<file path="src/rtl/divider_pkg.sv">
// ----------------------------------------------------------------------------
// divider_pkg
// Shared definitions for the sequential signed divider: datapath width,
// iteration count, counter width, FSM state encoding, the two operand values
// that form the overflow case, and small two's-complement helpers.
// ----------------------------------------------------------------------------
package divider_pkg;

    localparam int DIV_WIDTH = 32;
    localparam int DIV_ITERS = 32;
    localparam int CNT_W     = 6;

    localparam logic [DIV_WIDTH-1:0] INT_MIN = 32'h8000_0000;
    localparam logic [DIV_WIDTH-1:0] NEG_ONE = 32'hFFFF_FFFF;

    typedef enum logic [1:0] {
        IDLE = 2'd0,
        ITER = 2'd1,
        DONE = 2'd2
    } divState_t;

    // Two's-complement negation; INT_MIN maps onto itself, which is exactly
    // what both the magnitude step and the final sign fix need.
    function automatic logic [DIV_WIDTH-1:0] negate(input logic [DIV_WIDTH-1:0] x);
        return ~x + DIV_WIDTH'(1);
    endfunction

    // Magnitude of a signed operand, read as unsigned.
    function automatic logic [DIV_WIDTH-1:0] absVal(input logic [DIV_WIDTH-1:0] x);
        return x[DIV_WIDTH-1] ? negate(x) : x;
    endfunction

endpackage

</file>
<file path="src/rtl/divider_cla.sv">
// ----------------------------------------------------------------------------
// divider_cla
// Carry-lookahead adder built from 4-bit lookahead groups rippling between
// groups. The divider uses it as its trial subtractor (b = ~D, cin = 1).
// Ports:
//   a, b  : W-bit addends
//   cin   : carry in
//   sum   : W-bit sum
//   cout  : carry out of the top bit
// ----------------------------------------------------------------------------
module divider_cla
    import divider_pkg::*;
#(
    parameter int W = DIV_WIDTH
) (
    input  logic [W-1:0] a,
    input  logic [W-1:0] b,
    input  logic         cin,
    output logic [W-1:0] sum,
    output logic         cout
);

    logic [W-1:0] gen;
    logic [W-1:0] prop;
    logic [W:0]   carry;

    assign gen  = a & b;
    assign prop = a ^ b;

    // Each 4-bit group derives all its internal carries directly from the
    // group's carry-in, so only the group carries ripple.
    always_comb begin
        carry    = '0;
        carry[0] = cin;
        for (int gi = 0; gi < W / 4; gi++) begin
            int base;
            base = gi * 4;
            carry[base+1] = gen[base] | (prop[base] & carry[base]);
            carry[base+2] = gen[base+1]
                          | (prop[base+1] & gen[base])
                          | (prop[base+1] & prop[base] & carry[base]);
            carry[base+3] = gen[base+2]
                          | (prop[base+2] & gen[base+1])
                          | (prop[base+2] & prop[base+1] & gen[base])
                          | (prop[base+2] & prop[base+1] & prop[base] & carry[base]);
            carry[base+4] = gen[base+3]
                          | (prop[base+3] & gen[base+2])
                          | (prop[base+3] & prop[base+2] & gen[base+1])
                          | (prop[base+3] & prop[base+2] & prop[base+1] & gen[base])
                          | (prop[base+3] & prop[base+2] & prop[base+1] & prop[base] & carry[base]);
        end
    end

    assign sum  = prop ^ carry[W-1:0];
    assign cout = carry[W];

endmodule

</file>
<file path="src/rtl/divider.sv">
// ----------------------------------------------------------------------------
// divider
// Sequential 32-bit signed divider (restoring, one quotient bit per cycle).
// Quotient truncates toward zero; divide-by-zero and INT_MIN / -1 raise
// data_exception with a zero result. Fixed latency of 33 cycles from start.
// Ports:
//   clock, reset    : clock and asynchronous active-high reset
//   ctrl_DIV        : start strobe (restarts if a division is in flight)
//   data_operandA/B : dividend / divisor, sampled on the start edge
//   data_result     : quotient, held until the next ready pulse
//   data_exception  : exception flag, valid with the result
//   data_resultRDY  : one-cycle pulse marking the result valid
//   busy            : high while iterating
// ----------------------------------------------------------------------------
module divider
    import divider_pkg::*;
#(
    parameter int WIDTH = DIV_WIDTH
) (
    input  logic             clock,
    input  logic             reset,
    input  logic             ctrl_DIV,
    input  logic [WIDTH-1:0] data_operandA,
    input  logic [WIDTH-1:0] data_operandB,
    output logic [WIDTH-1:0] data_result,
    output logic             data_exception,
    output logic             data_resultRDY,
    output logic             busy
);

    divState_t        state;
    divState_t        nextState;
    logic [CNT_W-1:0] iterCount;
    logic [WIDTH-1:0] remReg;
    logic [WIDTH-1:0] quoReg;
    logic [WIDTH-1:0] divReg;
    logic             signReg;
    logic             excReg;
    logic             iterate;
    logic             finish;
    logic [WIDTH-1:0] remShift;
    logic [WIDTH-1:0] trialDiff;
    logic             noBorrow;
    logic             startExc;

    // Since R < D <= 2^31, the shifted partial remainder always fits in
    // 32 unsigned bits, so no guard bit is needed.
    assign remShift = {remReg[WIDTH-2:0], quoReg[WIDTH-1]};

    assign startExc = (data_operandB == '0)
                    || ((data_operandA == INT_MIN) && (data_operandB == NEG_ONE));

    // Trial subtraction R' - D as R' + ~D + 1; carry out means no borrow.
    divider_cla #(.W(WIDTH)) cla (
        .a    (remShift),
        .b    (~divReg),
        .cin  (1'b1),
        .sum  (trialDiff),
        .cout (noBorrow)
    );

    // State register.
    always_ff @(posedge clock or posedge reset) begin
        if (reset) begin
            state <= IDLE;
        end else begin
            state <= nextState;
        end
    end

    // Next-state logic: a start strobe always (re)enters ITER, even from
    // DONE, which lets back-to-back divisions overlap the ready cycle.
    always_comb begin
        nextState = state;
        if (ctrl_DIV) begin
            nextState = ITER;
        end else begin
            case (state)
                IDLE:    nextState = IDLE;
                ITER:    if (iterCount == CNT_W'(DIV_ITERS - 1)) nextState = DONE;
                DONE:    nextState = IDLE;
                default: nextState = IDLE;
            endcase
        end
    end

    // State decode for the datapath and the busy flag.
    always_comb begin
        iterate = (state == ITER);
        finish  = (state == DONE);
        busy    = (state == ITER);
    end

    // Datapath and registered outputs. The DONE edge publishes the old
    // quotient while a coincident start loads the new operands, so the
    // pending result is never lost to a restart in the DONE cycle.
    always_ff @(posedge clock or posedge reset) begin
        if (reset) begin
            iterCount      <= '0;
            remReg         <= '0;
            quoReg         <= '0;
            divReg         <= '0;
            signReg        <= 1'b0;
            excReg         <= 1'b0;
            data_result    <= '0;
            data_exception <= 1'b0;
            data_resultRDY <= 1'b0;
        end else begin
            data_resultRDY <= finish;
            if (finish) begin
                data_result    <= excReg  ? '0 :
                                  signReg ? negate(quoReg) : quoReg;
                data_exception <= excReg;
            end
            if (ctrl_DIV) begin
                quoReg    <= absVal(data_operandA);
                divReg    <= absVal(data_operandB);
                remReg    <= '0;
                iterCount <= '0;
                signReg   <= data_operandA[WIDTH-1] ^ data_operandB[WIDTH-1];
                excReg    <= startExc;
            end else if (iterate) begin
                remReg    <= noBorrow ? trialDiff : remShift;
                quoReg    <= {quoReg[WIDTH-2:0], noBorrow};
                iterCount <= iterCount + CNT_W'(1);
            end
        end
    end

endmodule

</file>
<file path="config.mk">
export PLATFORM = sky130hd
export DESIGN_NAME = divider
export DESIGN_NICKNAME = d
export VERILOG_FILES = /design/src/rtl/divider_pkg.sv /design/src/rtl/divider_cla.sv /design/src/rtl/divider.sv
export SDC_FILE = /design/constraint.sdc
export NUM_CORES = 1
export LEC_CHECK = 0
export BUFFER_PORTS_ARGS = -buffer_cell sky130_fd_sc_hd__buf_2
export CAP_MARGIN = 10
export CORE_MARGIN = 1.5
export CORE_UTILIZATION = 60
export CTS_CLUSTER_SIZE = 10
export DETAILED_ROUTE_END_ITERATION = 10
export GPL_TIMING_DRIVEN = 0
export PLACE_DENSITY = 0.85
export SLEW_MARGIN = 30
export SYNTH_ARGS = -nofsm -noshare
export SYNTH_HDL_FRONTEND = slang
export SYNTH_HIERARCHICAL = 1
export SYNTH_SLANG_ARGS = --single-unit
</file>
<file path="constraint.sdc">
create_clock -name clock -period 5.4 [get_ports clock]
set_input_delay 0.54 -clock clock [delete_from_list [all_inputs] [get_ports clock]]
set_output_delay 0.54 -clock clock [all_outputs]
set_load 0.02 [all_outputs]
</file>
==> results.sh <==
export IMPL_outcome="finished, final reports clean"
export IMPL_slew_violations=0
export IMPL_p_comb_share_pct=26.6
export IMPL_clkSlewWorstSetupHoldPaths_ps=60
export IMPL_wl_met2_mm=11.9
export IMPL_crit_path_end_kind="register"
export IMPL_start_util_pct=61.6
export IMPL_p_int_w=0.00235
export IMPL_drc=0
export IMPL_powerDensity_nw_per_um2=319
export IMPL_cts_root_buf="clkbuf_16"
export IMPL_met1Wirelength_mm=10.1
export IMPL_synth_area_um2=9390
export IMPL_regToRegSetupSlack_ps=1030
export IMPL_antenna_cells=0
export IMPL_ir_worst_vdd_mv=0.228
export IMPL_holdCritPathClass="in2async"
export IMPL_vias=8430
export IMPL_relSlewSlack_pct=44.3
export IMPL_io_buffers=99
export IMPL_cts_setup_buffers=0
export IMPL_cts_resized=0
export IMPL_reg2reg_from="remReg[4]$_DFFE_PP0P_"
export IMPL_worstSetupStartpointType="register"
export IMPL_worst_path_largest_cell_delay_ps=430
export IMPL_syn2layout_area_growth_pct=15.2
export IMPL_criticalPathCategory="reg2reg"
export IMPL_cp_depth=14
export IMPL_grtUsageTotal_pct=31.1
export IMPL_postRouteAntennaNets=0
export IMPL_nets=1258
export IMPL_critical_path_top_delay_family="compound AO/OA/AOI/OAI gates"
export IMPL_drt_first_iter_violations=895
export IMPL_crit_slowest_cell="a221o_2"
export IMPL_finalHoldViolCount=0
export IMPL_tightest_slew_ps=823
export IMPL_postSynthCellCount=1026
export IMPL_crit_start="remReg[4]$_DFFE_PP0P_"
export IMPL_worstPathArrival_ps=4690
export IMPL_top_layer="met5"
export IMPL_tritoncts="yes"
export IMPL_leakage_nw=4.93
export IMPL_clk_latency_ps=430
export IMPL_power_w=0.00345
export IMPL_io_pins=102
export IMPL_die_area_um2=16400
export IMPL_max_freq_mhz=229
export IMPL_seq_power_share_pct=37.2
export IMPL_timing_rr_end="remReg[0]$_DFFE_PP0P_"
export IMPL_path_cells="ha_1, a211oi_1, o21bai_1, or2b_2, o311ai_4, a21boi_4, a221o_2, a221o_2, a21o_1, a211o_1, clkbuf_1, buf_1, mux2i_1, a211oi_1"
export IMPL_avgViaCountPerCell=6.15
export IMPL_wl_mm=24.5
export IMPL_wl_per_cell_um=17.9
export IMPL_finalCritPeriodShare_pct=80.9
export IMPL_die_w_um=128
export IMPL_antenna_found_initial=1
export IMPL_gp_congestion=0.987
export IMPL_num_rows=45
export IMPL_grt_max_degree=87
export IMPL_grt_pass1_vias=8260
export IMPL_final_util_pct=70.9
export IMPL_hold_buffers=0
export IMPL_overflow=0
export IMPL_coreArea_um2=15300
export IMPL_numClockSinks=139
export IMPL_sw_frac_of_total_pct=31.9
export IMPL_required_ps=5720
export IMPL_fin_crit_ps=4370
export IMPL_rr_worst_depth=14
export IMPL_crit_path_end="remReg[0]$_DFFE_PP0P_"
export IMPL_grt_pass1_wl_mm=40.1
export IMPL_fin_worst_skew_ps=8.08
export IMPL_max_cap_violations=0
export IMPL_syn_avg_cell_area_um2=9.16
export IMPL_p_switching_w=0.00110
export IMPL_place_ws_ps=1120
export IMPL_setup_viol=0
export IMPL_max_clock_path_buffers=2
export IMPL_path_buf_inv=2
export IMPL_die_h_um=128
export IMPL_synth_warnings=6
export IMPL_final_layout_size_suffix_gt1_share_pct=14.5
export IMPL_route_met3_wl_mm=1.80
export IMPL_power_share_clock_pct=36.2
export IMPL_dpl_hpwl_mm=17.9
export IMPL_dr_pass1_iters=6
export IMPL_cts_htree_levels=4
export IMPL_cts_made_buffers=17
export IMPL_rsz0062_at_grt="no"
export IMPL_layout_setup_ws_ps=1030
export IMPL_cp_max_fo=10
[routing by layer]
metal,vias up,global-route usage [%]
met2,349,51.3
met5,-,0
met3,61,5.84
met4,2,13.9
li1,3928,-
met1,4090,40.0
[power groups by stage]
stage | clock (W) | combinational, W | sequential, W
detailed placement | 0 | 0.000896 | 0.00129
global route | 0.00130 | 0.00101 | 0.00130
global placement | 0 | 0.000856 | 0.00129
floorplan | 0 | 0.000687 | 0.00126
CTS | 0.00125 | 0.000908 | 0.00128
finish | 0.00125 | 0.000916 | 0.00128
[cell usage in the layout, fill, tap and decap left out, types with 3 or more instances in the layout]
| cell | n |
|---|---|
| ha_1 | 37 |
| buf_6 | 3 |
| dfrtp_1 | 139 |
| buf_1 | 7 |
| xor2_1 | 94 |
| and2_1 | 26 |
| nor3_1 | 8 |
| xnor2_1 | 19 |
| a21oi_1 | 70 |
| nand2_1 | 69 |
| a211oi_1 | 60 |
| buf_2 | 100 |
| a21o_1 | 9 |
| clkbuf_1 | 55 |
| nand3_1 | 12 |
| mux2i_1 | 38 |
| a31oi_1 | 5 |
| o21bai_1 | 4 |
| o31ai_1 | 36 |
| o41ai_2 | 9 |
| o21ai_0 | 59 |
| nor2b_1 | 6 |
| fa_1 | 8 |
| a41oi_1 | 3 |
| nand4_1 | 16 |
| nor2_1 | 85 |
| inv_1 | 50 |
| or3_1 | 14 |
| clkinvlp_4 | 3 |
| nand2b_1 | 8 |
| clkbuf_16 | 17 |
| o41ai_1 | 14 |
| nor4_1 | 14 |
| or4_1 | 7 |
| bufinv_16 | 4 |
| or4_4 | 3 |
[state kept, by name, indices dropped and copies added (netlist names)]
signal          flops
quoReg             32
state               2
remReg             31
signReg             1
data_resultRDY      1
divReg             32
excReg              1
iterCount           6
data_result        32
data_exception      1
[cell type report]
cell class / instances / area (um2)
Tap cell: 211 / 264
Sequential cell: 139 / 3480
Timing Repair Buffer: 100 / 523
Clock buffer: 22 / 464
Fill cell: 1142 / 4440
Clock inverter: 10 / 165
Inverter: 52 / 203
Buffer: 64 / 268
Multi-Input combinational cell: 772 / 5460
[worst min path at each step]
stage | startpoint | to | slack [ps] | depth (start not counted)
2_1_floorplan | state[1]$_DFFE_PP0P_ | data_resultRDY$_DFF_PP0_ | 470 | 2
3_3_place_gp | data_result[16]$_DFFE_PP0P_ | data_result[16]$_DFFE_PP0P_ | 460 | 2
3_5_place_dp | data_result[1]$_DFFE_PP0P_ | data_result[1]$_DFFE_PP0P_ | 460 | 2
4_1_cts | reset | remReg[21]$_DFFE_PP0P_ | 130 | 2
5_1_grt | reset | remReg[21]$_DFFE_PP0P_ | 150 | 2
6_report | reset | remReg[21]$_DFFE_PP0P_ | 110 | 2
[through the flow]
step / hold WS [ps] / TNS (ps) / instance area, um2 / std cells
4_1_cts: 135 / 0 / 10800 / 1370
2_1_floorplan: 468 / 0 / 9400 / 1027
5_1_grt: 155 / 0 / 10800 / 1370
3_3_place_gp: 457 / -49160 / 10200 / 1337
3_5_place_dp: 464 / 0 / 10200 / 1338
6_report: 111 / 0 / 10800 / 1370
(Power assumes the default switching activity.)
